===== config.mk =====
export PLATFORM = sky130hd
export DESIGN_NAME = memory_stage
export DESIGN_NICKNAME = d
export VERILOG_FILES = /design/src/rtl/common.sv /design/src/rtl/memory_stage_pkg.sv /design/src/rtl/pipes.sv /design/src/rtl/mem_align.sv /design/src/rtl/memory_stage.sv
export SDC_FILE = /design/constraint.sdc
export NUM_CORES = 1
export LEC_CHECK = 0
export ABC_CLOCK_PERIOD_IN_PS = 14460
export BUFFER_PORTS_ARGS = -buffer_cell sky130_fd_sc_hd__buf_4
export CAP_MARGIN = 0
export CORE_AREA = 8 8 258 260
export CTS_CLUSTER_DIAMETER = 40
export DETAILED_ROUTE_END_ITERATION = 6
export DIE_AREA = 0 0 266 268
export SYNTH_ARGS = -nofsm -noshare
export SYNTH_HDL_FRONTEND = slang
export SYNTH_HIERARCHICAL = 1
export SYNTH_SLANG_ARGS = --single-unit

===== constraint.sdc =====
create_clock -name clk -period 14.46 [get_ports clk]
set_input_delay 0.723 -clock clk [delete_from_list [all_inputs] [get_ports clk]]
set_output_delay 0.723 -clock clk [all_outputs]
set_load 0.1 [all_outputs]

===== src/rtl/common.sv =====
// Shared bus and control types for the core pipeline.
package common;

    typedef enum logic [1:0] {MSIZE1, MSIZE2, MSIZE4, MSIZE8} msize_t;

    typedef enum logic [3:0] {
        OpNop, OpAdd, OpLd, OpLb, OpLh, OpLw, OpLbu, OpLhu, OpLwu,
        OpSd, OpSb, OpSh, OpSw
    } op_t;

    typedef struct packed {
        op_t  op;
        logic regwrite;
    } ctl_t;

    typedef struct packed {
        logic        valid;
        logic [63:0] addr;
        msize_t      size;
        logic [7:0]  strobe;
        logic [63:0] data;
    } dbus_req_t;

    typedef struct packed {
        logic        data_ok;
        logic [63:0] data;
    } dbus_resp_t;

endpackage


===== src/rtl/memory_stage_pkg.sv =====
// Op classification helpers for the memory stage.
package memory_stage_pkg;
    import common::*;

    function automatic logic op_is_load(op_t op);
        return op inside {OpLd, OpLb, OpLh, OpLw, OpLbu, OpLhu, OpLwu};
    endfunction

    function automatic logic op_is_store(op_t op);
        return op inside {OpSd, OpSb, OpSh, OpSw};
    endfunction

    function automatic msize_t op_size(op_t op);
        case (op)
            OpLb, OpLbu, OpSb: return MSIZE1;
            OpLh, OpLhu, OpSh: return MSIZE2;
            OpLw, OpLwu, OpSw: return MSIZE4;
            default:           return MSIZE8;
        endcase
    endfunction

    function automatic logic [3:0] size_bytes(msize_t s);
        case (s)
            MSIZE1:  return 4'd1;
            MSIZE2:  return 4'd2;
            MSIZE4:  return 4'd4;
            default: return 4'd8;
        endcase
    endfunction

endpackage


===== src/rtl/pipes.sv =====
// Pipeline register and forwarding record types.
package pipes;
    import common::*;

    typedef struct packed {
        logic [63:0] pc;
        logic        valid;
        logic [31:0] raw_instr;
        ctl_t        ctl;
        logic [4:0]  dst;
        logic [63:0] rd2;
        logic [63:0] result;
    } excute_data_t;

    typedef struct packed {
        logic [63:0] pc;
        logic        valid;
        logic [31:0] raw_instr;
        ctl_t        ctl;
        logic [4:0]  dst;
        logic [63:0] result;
        logic        misalign;
    } memory_data_t;

    typedef struct packed {
        logic [63:0] data;
        logic [4:0]  dst;
        logic        ismem;
    } forward_t;

endpackage


===== src/rtl/mem_align.sv =====
// Combinational size mapping, store alignment and load extraction.
// MEM_MISALIGN_CHECK_EN enables detection of unnaturally aligned accesses.
module mem_align
    import common::*;
    import memory_stage_pkg::*;
(
    input  op_t         op_i,
    input  logic [63:0] addr_i,
    input  logic [63:0] rd2_i,
    input  logic [63:0] rdata_i,
    output logic        is_load_o,
    output logic        is_store_o,
    output msize_t      size_o,
    output logic [7:0]  strobe_o,
    output logic [63:0] wdata_o,
    output logic [63:0] rdata_o,
    output logic        misalign_o
);

    logic [2:0]  off;
    logic [3:0]  nbytes;
    logic [15:0] mask_wide;
    logic [63:0] raw;

    always_comb begin
        off        = addr_i[2:0];
        is_load_o  = op_is_load(op_i);
        is_store_o = op_is_store(op_i);
        size_o     = op_size(op_i);
        nbytes     = size_bytes(size_o);

        // Bytes past lane 7 fall off the bus
        mask_wide = ((16'd1 << nbytes) - 16'd1) << off;
        strobe_o  = is_store_o ? mask_wide[7:0] : 8'h00;
        wdata_o   = rd2_i << {off, 3'b000};

        raw = rdata_i >> {off, 3'b000};
        case (op_i)
            OpLb:    rdata_o = {{56{raw[7]}}, raw[7:0]};
            OpLh:    rdata_o = {{48{raw[15]}}, raw[15:0]};
            OpLw:    rdata_o = {{32{raw[31]}}, raw[31:0]};
            OpLbu:   rdata_o = {56'd0, raw[7:0]};
            OpLhu:   rdata_o = {48'd0, raw[15:0]};
            OpLwu:   rdata_o = {32'd0, raw[31:0]};
            default: rdata_o = raw;
        endcase

`ifdef MEM_MISALIGN_CHECK_EN
        case (size_o)
            MSIZE2:  misalign_o = off[0];
            MSIZE4:  misalign_o = |off[1:0];
            MSIZE8:  misalign_o = |off;
            default: misalign_o = 1'b0;
        endcase
        misalign_o = misalign_o && (is_load_o || is_store_o);
`else
        misalign_o = 1'b0;
`endif
    end

endmodule


===== src/rtl/memory_stage.sv =====
// Memory-access stage: data-bus handshake, upstream stall and writeback register.
// MEM_MISALIGN_CHECK_EN (in mem_align) suppresses misaligned accesses.
module memory_stage
    import common::*;
    import pipes::*;
(
    input  logic         clk,
    input  logic         reset,
    input  excute_data_t dataE,
    output dbus_req_t    dreq,
    input  dbus_resp_t   dresp,
    output logic         stall_m,
    output memory_data_t dataM,
    output forward_t     forward_m
);

    typedef enum logic [0:0] {StIdle, StWait} state_e;

    state_e       state_q;
    memory_data_t data_m_q;

    logic        is_load, is_store, misalign;
    msize_t      size;
    logic [7:0]  strobe;
    logic [63:0] wdata, rdata_ext;
    logic        req_valid, eff_regwrite;
    logic [63:0] wr_data;

    mem_align u_align (
        .op_i      (dataE.ctl.op),
        .addr_i    (dataE.result),
        .rd2_i     (dataE.rd2),
        .rdata_i   (dresp.data),
        .is_load_o (is_load),
        .is_store_o(is_store),
        .size_o    (size),
        .strobe_o  (strobe),
        .wdata_o   (wdata),
        .rdata_o   (rdata_ext),
        .misalign_o(misalign)
    );

    always_comb begin
        req_valid    = !reset && dataE.valid && (is_load || is_store) && !misalign;
        stall_m      = req_valid && !dresp.data_ok;
        eff_regwrite = dataE.ctl.regwrite && !misalign;
        wr_data      = is_load ? rdata_ext : dataE.result;

        dreq.valid  = req_valid;
        dreq.addr   = dataE.result;
        dreq.size   = size;
        dreq.strobe = strobe;
        dreq.data   = wdata;

        forward_m.data  = wr_data;
        forward_m.dst   = (!reset && eff_regwrite && dataE.valid) ? dataE.dst : 5'd0;
        // Consumer must hold until the load data actually arrives
        forward_m.ismem = stall_m && is_load;
    end

    always_ff @(posedge clk) begin
        if (reset) begin
            state_q           <= StIdle;
            data_m_q.valid    <= 1'b0;
            data_m_q.misalign <= 1'b0;
        end else begin
            case (state_q)
                StIdle:  if (stall_m) state_q <= StWait;
                StWait:  if (dresp.data_ok) state_q <= StIdle;
                default: state_q <= StIdle;
            endcase

            if (stall_m) begin
                data_m_q.valid <= 1'b0;
            end else begin
                data_m_q.pc           <= dataE.pc;
                data_m_q.valid        <= dataE.valid;
                data_m_q.raw_instr    <= dataE.raw_instr;
                data_m_q.ctl.op       <= dataE.ctl.op;
                data_m_q.ctl.regwrite <= eff_regwrite;
                data_m_q.dst          <= dataE.dst;
                data_m_q.result       <= wr_data;
                data_m_q.misalign     <= dataE.valid && misalign;
            end
        end
    end

    assign dataM = data_m_q;

endmodule


; Word-level counts from Yosys, hierarchy flattened
; Memories as Yosys holds them, arrays and structs flattened.
; Cells that the tools add are included.
[totals]
register_bits = 171
mem_bits_ro = 32
wordCells = 47
memories = 1
[op_classes]
n_addsub = 1
n_eq_ne = 13
shift = 4
muxes = 5
bitwise_logic = 2
reduce_logical = 14
[mem_list]
columns = memory, words, width, rd, rd_ports_with_merged_regs, wr, line
row1 = (no name shown), 16, 2, 1, 0, 0, memory_stage_pkg.sv:14  ; case (op)
[op_table]
columns = operator, n
row1 = 64-bit case mux with 6 select lines, 1
row2 = 64-bit two-way mux, 1
row3 = 64-bit by 6-bit left shift with 64-bit output, 1
row4 = 64-bit by 6-bit right shift with 64-bit output, 1
row5 = 4-bit equality test (second input constant), 5
row6 = 4-bit by 3-bit equality test with 1-bit output (second input constant), 4
row7 = 1-bit by 4-bit left shift with 16-bit output (first input constant), 1
row8 = 16-bit by 3-bit left shift with 8-bit output, 1
row9 = 16-bit by 1-bit subtractor with 16-bit output (second input constant), 1
row10 = 4-bit case mux with 3 select lines, 1
row11 = 4-bit by 2-bit equality test with 1-bit output (second input constant), 2
row12 = 8-bit two-way mux, 1
row13 = 7-bit nonzero test, 1
row14 = 1-bit logical AND, 6
row15 = 5-bit two-way mux, 1
row16 = 4-bit nonzero test, 1
row17 = 2-bit by 1-bit equality test with 1-bit output (second input constant), 1
row18 = 2-bit equality test (second input constant), 1
row19 = 1-bit logical NOT, 2
row20 = 2-bit logical NOT, 1
row21 = 1-bit NOT, 2
row22 = 2-bit AND reduction, 1
row23 = 2-bit OR reduction, 1
row24 = 1-bit logical OR, 1

; Depth between registers and ports, before layout
[depth]
depth_word = 7
ltp_mapped = 9
mapped_depth_nobuf = 8

; By module
; The synthesis kept the hierarchy.
[by_module_without_submodules]
columns = module, instances, cells_per_inst, area_per_inst_um2
row1 = memory_stage, 1, 325, 6691.4
row2 = mem_align, 1, 632, 4810.9

; Worst setup path after synthesis
; No wires, ideal clock.
[synth_timing]
kind = input to register
startpoint = in dataE[134] (netlist bit)
endpoint = reg data_m_q (netlist bit dataM[100]), enable pin
t_arrival_ns = 9.586
setup_slack_ns = 4.171
cell_stages = 9
cell_sequence = inv_1 > ha_1 > o32a_1 > o22ai_2 > clkbuf_1 > nand2_1 > nor2_1 > nor4_4 > nor2_1
[synth_via]
elab_chain_cells = 7
elab_cells_between_ends = 18
classes_between = eq/ne (11) / bitwise (1) / reduce/logical (6)
[synth_rtl]
columns = item, line
row1 = from (decl), memory_stage.sv:9  ; input excute_data_t dataE,
row2 = 4-bit by 2-bit equality test with 1-bit output (tied with other cells), memory_stage_pkg.sv:6  ; return op inside {OpLd, OpLb, OpLh, OpLw, OpLbu, OpLhu, OpLwu};
row3 = 7-bit nonzero test (*), memory_stage_pkg.sv:6
row4 = via is_load, memory_stage.sv:22  ; logic is_load, is_store, misalign;
row5 = 1-bit logical OR (*), memory_stage.sv:44  ; req_valid = !reset && dataE.valid && (is_load || is_store) && !misalign;
row6 = 1-bit logical AND (*), memory_stage.sv:44
row7 = 1-bit logical AND (*), memory_stage.sv:45  ; stall_m = req_valid && !dresp.data_ok;
row8 = via stall_m, memory_stage.sv:12  ; output logic stall_m,
row9 = 1-bit NOT (no line) (*), -
row10 = 2-bit AND reduction (no line) (*), -
row11 = to (decl), memory_stage.sv:20  ; memory_data_t data_m_q;
; Mark *: on every way through the listed nets, which the timed path passes. The rest lies on a longest branch.
; A chain may end at the register's enable or synchronous reset.

==> run metrics <==
status=completed; Seq cells post-synth=172; final count of pins violating max slew=0; ordered cell list for the critical path=buf_4 > buf_4 > inv_2 > buf_4 > nor2_1 > a2111o_2 > buf_4 > o21ai_1 > mux2_4 > buf_4; clk sink count=between 150 and 200; Synthesis Warnings=6; post-DR wirelength/cell=~26 um; CP Capture Type=primary output; CTS Buffer Depth=2; DRT Pass-1 Iters=5; leakage=7.774 nW; top_reg_cell synth=edfxtp_1; final hold violation count=0; first-pass GRT wire length=approximately 84000 um; cts repair resizes=0; TritonCTS buffer count=17; drt first-iter violations=788; Fin Setup TNS=0 ps; clock slew at reported path FFs=approximately 70 ps; crit path DAT=roughly 4300 ps; Layout Cells excl Fill=about 2400; # IOs=approximately 680; Crit Path Max Fanout=between 60 and 70; setup violators final=0; Multi-input gate area=~5300 sq um; GR Overflow Total=0; Avg Cell Area, Syn=12.02 sq um; Die Span Y=~270 um; Synthesized Nets=1264; WL final=between 60000 and 70000 um; core footprint=between 60000 and 70000 sq um; slew at the pin closest to its max-slew limit=approximately 1200 ps; die width=between 200 and 300 um; PortBufs=between 600 and 700; register area=between 5000 and 6000 sq um; Root Buffer=clkbuf_16; synthesized cell area=11500 sq um; Peak VDD IR=0.00005889 V; worst path required time=approximately 14000 ps; Post-CTS Setup Inserts=0; period utilisation layout=between 30% and 40%; fraction of registers with async set/reset=0%; post-DP HPWL=~52000 um; relative slew slack=between 20% and 30%; worst r2r src=dataM[0]; Fmax=198.3 MHz; worst hold start=dataE[149]; crit-path leading delay family=buffers and inverters; leading area contributor after synthesis=edfxtp_1; Slowest-stage cell, CP=buf_4; Starting Density=18.44%; initial antenna violation count=18; GRT Overall Usage=16.43%; Max Clock Skew=0 ps; Worst Setup Path Type=in -> out; Slowest Stage Delay on Critical Path=590 ps; max FFs per register=around 170; Max-Cap Viols=0; Worst-Skew Late Latency=about 440 ps; layout cell share with drive strength beyond 1=between 50% and 60%; Gate Count Post-Synth=about 960; Distinct cells, synth=63; fill cell count=6582; row cnt=92; Hold WS=about 440 ps; startpoint type of the worst setup path=input pin; largest net degree at the start of global routing=158; vias per cell=between 4 and 5; Area contributors post-synth=edfxtp_1 44%, mux2i_1 9.3%, buf_4 5.7%, mux4_2 5.7%, mux2_4 5.2%; RSZ-0062 raised after global routing=no; post-route ant nets=0; H-tree depth reported by CTS=4; register area share after synthesis=between 40% and 50%; crit path launch=dataE[2]; Crit path buffers/inverters=6; hold_buf cts=0; most frequent CP cell=buf_4; area grow syn2layout=51.56%; TritonCTS clock tree=built; Hold Path Class=in -> reg; vias in the first global route=11050; DR vias=10420; routability cong.=approximately 0.92; power per cell area=roughly 130 nW/um^2; fin util=27.94%; placed cell count=around 2400; fin nets=1834; # DRC=0; area of the die=71290 sq um; Post-synth EDFFs=170; top-area cell type share of the netlist area=between 40 and 50%; Tmin final=slightly above 5000 ps
-- through the flow --
stage | instance area [sq um] | setup WS [ps] | power, W
finish | 17430 | 9418 | 0.002310
global route | 17430 | 9208 | 0.002384
CTS | 17430 | 9448 | 0.002338
detailed placement | 16820 | 9457 | 0.001855
global placement | 16820 | 9454 | 0.001851
floorplan | 11500 | 4171 | 0.001558
-- worst register-to-register path, stage by stage, from the launching register on --
cell	delay, ps
dfxtp_1	330
or3b_1	350
a21oi_1	140
-- cells in the final DEF (no fill, tap or decap), types with 9 or more instances in the layout --
| master | count |
|---|---|
| nand4_2 | 9 |
| o22ai_1 | 16 |
| mux2_4 | 40 |
| mux4_2 | 29 |
| a21oi_1 | 26 |
| mux2_1 | 18 |
| o21ai_1 | 27 |
| mux2_2 | 33 |
| nand3_2 | 16 |
| o2bb2ai_1 | 16 |
| edfxtp_1 | 170 |
| mux2i_1 | 107 |
| nand2_1 | 64 |
| nand3_1 | 26 |
| buf_4 | 696 |
| nor2_1 | 60 |
| nand4_1 | 17 |
| o21ai_0 | 21 |
| clkbuf_16 | 17 |
| nor2b_1 | 13 |
-- report_power, final --
group | leakage, nW | internal, W | switching [W]
combinational | 5.81 | 0.000268 | 0.000943
sequential | 1.67 | 0.000608 | 0.0000161
clock | 0.295 | 0.000248 | 0.000226
total | 7.77 | 0.00112 | 0.00119
-- Yosys cell counts (2+ instances only) --
library cell  instances
edfxtp_1            170
mux2i_1             107
buf_4                87
nand2_1              65
nor2_1               61
mux2_4               40
mux2_2               33
mux4_2               29
o21ai_1              28
a21oi_1              26
nand3_1              26
buf_2                22
clkbuf_1             22
o21ai_0              21
mux2_1               18
buf_6                17
nand4_1              17
nand3_2              16
o22ai_1              16
o2bb2ai_1            16
nor2b_1              15
nand4_2               9
and2_1                8
and3_1                8
o211ai_1              8
inv_1                 7
o2111ai_1             7
a211oi_1              6
ha_1                  5
nor3_1                4
inv_2                 3
nand2b_1              3
nand3b_1              3
dfxtp_1               2
o211ai_2              2
o21a_1                2
or2_0                 2
-- logic make-up (layout without fill, tap and decap cells) --
logic type	Yosys count	after routing	share of synthesized area, %
buffers and inverters	158	741	9.344
AOI/OAI and AO/OA	148	148	8.506
adders and majority gates	5	5	0.5439
muxes	227	227	25.20
other	1	4	0.03260
DFF	172	172	44.73
and+or+nand+nor	246	246	11.64
-- layout make-up --
cell class	instances	area share [%]
diodes	3	0.04306
clock buffers	18	2.462
clock inverters	14	0.9833
inverters	10	0.2153
multi-input cells	627	30.50
flip-flops and latches	172	29.51
well taps	846	6.072
repair buffers	699	30.22
-- worst paths after layout --
kind | cells past startpoint | to | slack (ps)
setup reg to reg | 2 | dataM[0] | 13580
hold / removal | 1 | dataM[86] | 440
hold reg to reg | 2 | dataM[0] | 570
setup / recovery | 10 | forward_m[20] | 9420
-- metal layers --
| metal | track usage, % | vias up | routed length [um] |
|---|---|---|---|
| met5 | 0 | - | 227 |
| met2 | 29.02 | 553 | 31280 |
| met3 | 6.751 | 76 | 6047 |
| met1 | 17.80 | 5054 | 23340 |
| li1 | - | 4704 | - |
| met4 | 5.322 | 34 | 1638 |
Note: power is estimated with default switching activity, not from simulation.
